===== config.mk =====
export PLATFORM = sky130hd
export DESIGN_NAME = score_bcd_conv
export DESIGN_NICKNAME = d
export VERILOG_FILES = /design/src/rtl/score_pkg.sv /design/src/rtl/bcd_digit_adj.sv /design/src/rtl/score_bcd_conv.sv
export SDC_FILE = /design/constraint.sdc
export NUM_CORES = 1
export LEC_CHECK = 0
export ABC_AREA = 1
export BUFFER_PORTS_ARGS = -buffer_cell sky130_fd_sc_hd__buf_2
export CAP_MARGIN = 20
export CORE_MARGIN = 3
export CORE_UTILIZATION = 35
export DETAILED_ROUTE_END_ITERATION = 12
export GPL_ROUTABILITY_DRIVEN = 1
export GPL_TIMING_DRIVEN = 0
export PLACE_DENSITY = 0.56
export RECOVER_POWER = 25
export SLEW_MARGIN = 0
export SYNTH_ARGS = -nofsm -noshare
export SYNTH_HDL_FRONTEND = slang
export SYNTH_SLANG_ARGS = --single-unit

===== constraint.sdc =====
create_clock -name clk -period 1.3 [get_ports clk]
set_clock_uncertainty 0.1 [all_clocks]
set_input_delay 0.26 -clock clk [delete_from_list [all_inputs] [get_ports clk]]
set_output_delay 0.26 -clock clk [all_outputs]
set_load 0.03 [all_outputs]

===== src/rtl/score_pkg.sv =====
// -----------------------------------------------------------------------------
// score_pkg
// Shared definitions for the score binary-to-BCD converter:
//   state_e     - converter FSM state encoding
//   MAX_SCORE   - largest score shown on four BCD digits
//   BCD_DIGITS  - number of displayed BCD digits
//   BLANK_ZERO  - blank mask shown for a value of zero (ones digit stays lit)
//   BCD_SAT     - display pattern for a saturated result
//   blank_mask  - leading-zero blank mask for a group of displayed digits
// -----------------------------------------------------------------------------
package score_pkg;

    typedef enum logic [1:0] {
        StIdle,
        StShift,
        StDone
    } state_e;

    localparam int unsigned MAX_SCORE  = 9999;
    localparam int unsigned BCD_DIGITS = 4;

    localparam logic [BCD_DIGITS-1:0]   BLANK_ZERO = 4'b1110;
    localparam logic [4*BCD_DIGITS-1:0] BCD_SAT    = 16'h9999;

    // Digit n (n >= 1) is blanked when it and every digit above it are zero.
    // The ones digit is never blanked, so zero still shows a single '0'.
    function automatic logic [BCD_DIGITS-1:0] blank_mask(
        input logic [4*BCD_DIGITS-1:0] digits
    );
        logic [BCD_DIGITS-1:0] mask;
        logic                  all_zero;
        mask     = '0;
        all_zero = 1'b1;
        for (int n = BCD_DIGITS - 1; n >= 1; n--) begin
            all_zero = all_zero & (digits[4*n +: 4] == 4'd0);
            mask[n]  = all_zero;
        end
        return mask;
    endfunction

endpackage


===== src/rtl/bcd_digit_adj.sv =====
// -----------------------------------------------------------------------------
// bcd_digit_adj
// Double-dabble correction for one BCD digit: adds 3 when the digit is 5 or
// more, so that the following left shift carries correctly into the next digit.
// Purely combinational.
// Ports:
//   i_digit  in  4  BCD digit before correction
//   o_digit  out 4  corrected digit
// -----------------------------------------------------------------------------
module bcd_digit_adj (
    input  logic [3:0] i_digit,
    output logic [3:0] o_digit
);

    // Digits reaching this block are at most 9, so the sum fits in 4 bits.
    assign o_digit = (i_digit >= 4'd5) ? i_digit + 4'd3 : i_digit;

endmodule


===== src/rtl/score_bcd_conv.sv =====
// -----------------------------------------------------------------------------
// score_bcd_conv
// Sequential binary-to-BCD converter (shift-and-add-3) for a game score feeding
// a four-digit 7-segment controller. One conversion takes WIDTH shift cycles
// plus one cycle to register the result.
//
// Build option:
//   SCORE_SATURATE_EN  defined   -> scores above 9999 display 9999, no blanking
//                      undefined -> scores above 9999 display score mod 10000
//   The overflow flag is identical in both builds.
//
// Ports:
//   clk       in   1      clock, all state on rising edge
//   clr       in   1      synchronous active-high reset, aborts any conversion
//   start     in   1      start a conversion (only honoured when idle)
//   score     in   WIDTH  unsigned binary score
//   busy      out  1      conversion in progress
//   valid     out  1      one-cycle pulse when bcd/blank/overflow update
//   bcd       out  16     four BCD digits, [15:12] thousands .. [3:0] ones
//   blank     out  4      leading-zero blank mask, bit n = digit n
//   overflow  out  1      last converted score exceeded 9999
// -----------------------------------------------------------------------------
module score_bcd_conv
    import score_pkg::*;
#(
    parameter int unsigned WIDTH = 14
) (
    input  logic             clk,
    input  logic             clr,
    input  logic             start,
    input  logic [WIDTH-1:0] score,
    output logic             busy,
    output logic             valid,
    output logic [15:0]      bcd,
    output logic [3:0]       blank,
    output logic             overflow
);

    // Five accumulator digits cover any score up to 99999 (WIDTH <= 16).
    localparam int unsigned ACC_DIGITS = BCD_DIGITS + 1;
    localparam int unsigned ACC_W      = 4 * ACC_DIGITS;
    localparam int unsigned CNT_W      = $clog2(WIDTH + 1);
    localparam int unsigned CAT_W      = ACC_W + WIDTH;

    state_e             r_state;
    logic [WIDTH-1:0]   r_bin;
    logic [ACC_W-1:0]   r_acc;
    logic [CNT_W-1:0]   r_cnt;
    logic               r_busy;
    logic               r_valid;
    logic [15:0]        r_bcd;
    logic [3:0]         r_blank;
    logic               r_overflow;

    logic [ACC_W-1:0]   w_adj;
    logic [CAT_W-1:0]   w_cat;
    logic [CAT_W-1:0]   w_next;
    logic               w_ovf;
    logic [15:0]        w_low;
    logic [15:0]        w_res_bcd;
    logic [3:0]         w_res_blank;
    logic               w_last;

    // Per-digit add-3 correction applied before each shift.
    for (genvar g = 0; g < ACC_DIGITS; g++) begin : g_adj
        bcd_digit_adj u_adj (
            .i_digit (r_acc[4*g +: 4]),
            .o_digit (w_adj[4*g +: 4])
        );
    end

    // {accumulator, binary} shifted left as one register; the binary MSB
    // moves into the accumulator LSB.
    assign w_cat  = {w_adj, r_bin};
    assign w_next = w_cat << 1;
    assign w_last = (r_cnt == CNT_W'(WIDTH - 1));

    // Result formatting from the finished accumulator.
    assign w_ovf = (r_acc[ACC_W-1 -: 4] != 4'd0);
    assign w_low = r_acc[15:0];

`ifdef SCORE_SATURATE_EN
    assign w_res_bcd   = w_ovf ? BCD_SAT : w_low;
    assign w_res_blank = w_ovf ? 4'b0000 : blank_mask(w_low);
`else
    assign w_res_bcd   = w_low;
    assign w_res_blank = blank_mask(w_low);
`endif

    always_ff @(posedge clk) begin
        if (clr) begin
            r_state    <= StIdle;
            r_bin      <= '0;
            r_acc      <= '0;
            r_cnt      <= '0;
            r_busy     <= 1'b0;
            r_valid    <= 1'b0;
            r_bcd      <= 16'h0000;
            r_blank    <= BLANK_ZERO;
            r_overflow <= 1'b0;
        end else begin
            r_valid <= 1'b0;
            case (r_state)
                StIdle: begin
                    if (start) begin
                        r_bin   <= score;
                        r_acc   <= '0;
                        r_cnt   <= '0;
                        r_busy  <= 1'b1;
                        r_state <= StShift;
                    end
                end
                StShift: begin
                    r_acc <= w_next[WIDTH +: ACC_W];
                    r_bin <= w_next[WIDTH-1:0];
                    r_cnt <= r_cnt + 1'b1;
                    if (w_last) begin
                        r_state <= StDone;
                    end
                end
                StDone: begin
                    r_bcd      <= w_res_bcd;
                    r_blank    <= w_res_blank;
                    r_overflow <= w_ovf;
                    r_valid    <= 1'b1;
                    r_busy     <= 1'b0;
                    r_state    <= StIdle;
                end
                default: begin
                    r_busy  <= 1'b0;
                    r_state <= StIdle;
                end
            endcase
        end
    end

    assign busy     = r_busy;
    assign valid    = r_valid;
    assign bcd      = r_bcd;
    assign blank    = r_blank;
    assign overflow = r_overflow;

endmodule


==> impl_metrics.json <==
{
  "cts-root-buf": "clkbuf_8",
  "placed_cells": 527,
  "cp.arrival_ns": 1.46,
  "vias": 2764,
  "nets": 486,
  "drv_cap": 0,
  "final_cells": 561,
  "p_comb_share_pct": 9.3,
  "htree_levels": 3,
  "yosysTopAreaCell": "dfxtp_1",
  "cts_made_buffers": 9,
  "cp_slowest_stage_delay_ns": 0.33,
  "chipHeight_um": 96.24,
  "syn_area_per_cell_um2": 7.365,
  "setup_ws_ns": -0.05132,
  "port_buffers": 38,
  "critical-path-top-delay-family": "flip-flops",
  "p_sw_uw": 987.9,
  "required_ns": 1.40,
  "rows": 32,
  "cts.sink_count": 62,
  "hold_violations": 0,
  "p_leak_uw": 0.001664,
  "cts_tree": "built",
  "crit_chain": "buf_4, ha_2, o21ai_0, nand2_1, nand3_1, a21oi_1",
  "violations": "setup timing",
  "clk_pin_slew_worst_paths_ns": 0.07,
  "grt_usage_pct": 16.63,
  "netlist_top_cells_area": "dfxtp_1 44%, nand2_1 13%, a21oi_1 9.5%, ha_1 6.6%, nand3_1 5.4%",
  "place_hpwl_um": 4962,
  "io_pins": 40,
  "slew_viol_final": 0,
  "r2r_setup_slack_ns": -0.05,
  "fin_crit_ns": 1.351,
  "die_x_um": 96.24,
  "antenna_found_initial": 0,
  "core-area_um2": 7807,
  "antenna_cells": 0,
  "rsz0062_at_grt": "yes",
  "seqPwrFrac_pct": 46.5,
  "clk_path_buf_depth": 2,
  "setup_tns_ns": -0.1960,
  "grt_max_degree": 11,
  "end_kind": "flip-flop",
  "utilization_pct": 48.30,
  "grt_pass1_wl_um": 11750,
  "syn_to_final_growth_pct": 32.31,
  "yosys_warnings": 0,
  "synth.top_cell.area_share_pct": 43.55,
  "clock_latency_ns": 0.34,
  "synth-seq-cells": 62,
  "routedWlPerCell_um": 13.35,
  "p_clk_share_pct": 44.2,
  "synth_flop_cell": "dfxtp_1",
  "synth_cell_types": 26,
  "dieArea_um2": 9262,
  "path_max_fanout": 4,
  "critPathSlowestCell": "dfxtp_2",
  "fmax_mhz": 740.0,
  "finalCritPeriodShare_pct": 103.9,
  "hp-class": "in2reg",
  "worst-path-buf-inv": 1,
  "async_reset_ff_share_pct": 0,
  "routed_wl_um": 7488,
  "swShare_pct": 23.46,
  "drtIter0Drc": 168,
  "ant_nets": 0,
  "setup_viol": 14,
  "status": "finished, violations left",
  "ir_worst_vdd_uv": 684.2,
  "cp-start-kind": "flip-flop",
  "seq_area_frac_synth_pct": 43.55,
  "tightest_slew_ns": 0.5789,
  "critPathKind": "reg2reg",
  "synth_nets": 419,
  "overflow": 0,
  "syn_area_um2": 2850,
  "drt_first_pass_iters": 4,
  "p_int_uw": 3224,
  "initial_core_util_pct": 36.51,
  "ys_top_cells_by_count": "97 x nand2_1, 62 x dfxtp_1, 54 x a21oi_1",
  "synth_edf_count": 0,
  "grt_pass1_vias": 2473,
  "slew_headroom_pct": 61.41,
  "yosysMostFrequentCell": "nand2_1",
  "layout-drive-gt1-share_pct": 30.50,
  "viasPerCell": 4.927,
  "netlist_instances": 387,
  "drc": 0,
  "p_per_area_nw_per_um2": 1117,
  "gp_congestion": 0.8468
}
[stage by stage]
step	worst slack, ns	power, uW	instance area, um2	hold slack (ns)
finish	-0.05132	4211	3771	0.07132
detailed placement	-0.4921	2320	3173	0.3446
global placement	-0.4322	2315	3173	0.3408
global route	-0.1058	4389	3771	0.07560
CTS	-0.01968	4212	3541	0.05991
floorplan	0.001423	2210	2855	0.3082
[power by group through the flow]
| stage | Combinational, uW | Clock [uW] | Sequential, uW |
|---|---|---|---|
| final | 393 | 1860 | 1960 |
| after global routing | 433 | 2000 | 1960 |
| after CTS | 345 | 1900 | 1960 |
| after detailed placement | 312 | 0 | 2010 |
| after global placement | 309 | 0 | 2010 |
| after floorplan | 203 | 0 | 2010 |
[what timing repair did]
item,4_1_cts,5_1_grt
resized for setup,40,54
endpoints found under the setup margin,60,55
hold buffers,0,0
pin swaps,5,17
gates cloned,0,2
setup buffers,8,8
[flip-flops by register name, summed over array words and instances (netlist names)]
| name | cells |
|---|---|
| bcd | 16 |
| busy | 1 |
| r_bin | 14 |
| blank | 3 |
| overflow | 1 |
| r_acc | 20 |
| r_cnt | 4 |
| r_state | 2 |
| valid | 1 |
[worst reg2reg max path, delay by kind of cell (launching register included)]
family	cells	cell delay, ns
AOI/OAI and AO/OA	2	0.28
adders and majority gates	1	0.19
buffers and inverters	1	0.15
DFF	1	0.33
and+or+nand+nor	2	0.16
[kinds of logic after synthesis]
kind of cell / Yosys count / synth area share [%]
flip-flops: 62 / 43.55
AO/OA/AOI/OAI: 89 / 16.46
adder cells (fa/ha/maj): 15 / 6.585
buffers and inverters: 55 / 8.648
AND/OR/NAND/NOR: 165 / 24.63
other: 1 / 0.1316
[cell type report]
| class | count | area, um2 |
|---|---|---|
| clock inverter | 4 | 70.07 |
| multi-input combinational | 270 | 1493 |
| sequential | 62 | 1265 |
| tap | 102 | 127.6 |
| timing repair buffer | 56 | 350.3 |
| inverter | 38 | 167.7 |
| fill | 800 | 4036 |
| clock buffer | 12 | 145.1 |
| buffer | 17 | 152.6 |
[path summary, 6_finish.rpt]
kind            start   endpoint  cells past startpoint
max          r_acc[8]  r_acc[12]                      6
min          score[0]   r_bin[0]                      3
max reg2reg  r_acc[8]  r_acc[12]                      6
min reg2reg  blank[3]   blank[3]                      2
[layer usage]
layer / global-route usage (%) / vias to the layer above / part of all wire, %
met1: 21.64 / 1270 / 46
li1: - / 1420 / -
met5: 0 / - / 0
met3: 3.909 / 10 / 4.8
met4: 6.991 / 0 / 1.8
met2: 26.28 / 64 / 47
[cell usage in the layout (no fill, tap or decap), types with 5 or more instances in the layout]
| cell | synthesis | layout |
|---|---|---|
| buf_6 | 3 | 6 |
| buf_4 | 2 | 17 |
| inv_2 | 2 | 5 |
| buf_2 | 6 | 32 |
| inv_1 | 35 | 23 |
| dfxtp_1 | 62 | 51 |
| a21oi_1 | 54 | 51 |
| inv_4 | 1 | 10 |
| nor2_1 | 22 | 19 |
| clkbuf_8 | 0 | 10 |
| clkbuf_2 | 0 | 8 |
| o21ai_0 | 25 | 21 |
| nand4_1 | 9 | 9 |
| nand2_1 | 97 | 85 |
| a22oi_1 | 6 | 6 |
| nand3_1 | 31 | 28 |
| dfxtp_2 | 0 | 7 |
| clkbuf_1 | 6 | 6 |
| ha_1 | 15 | 11 |
| nand2_2 | 1 | 11 |
(Power assumes the default switching activity.)
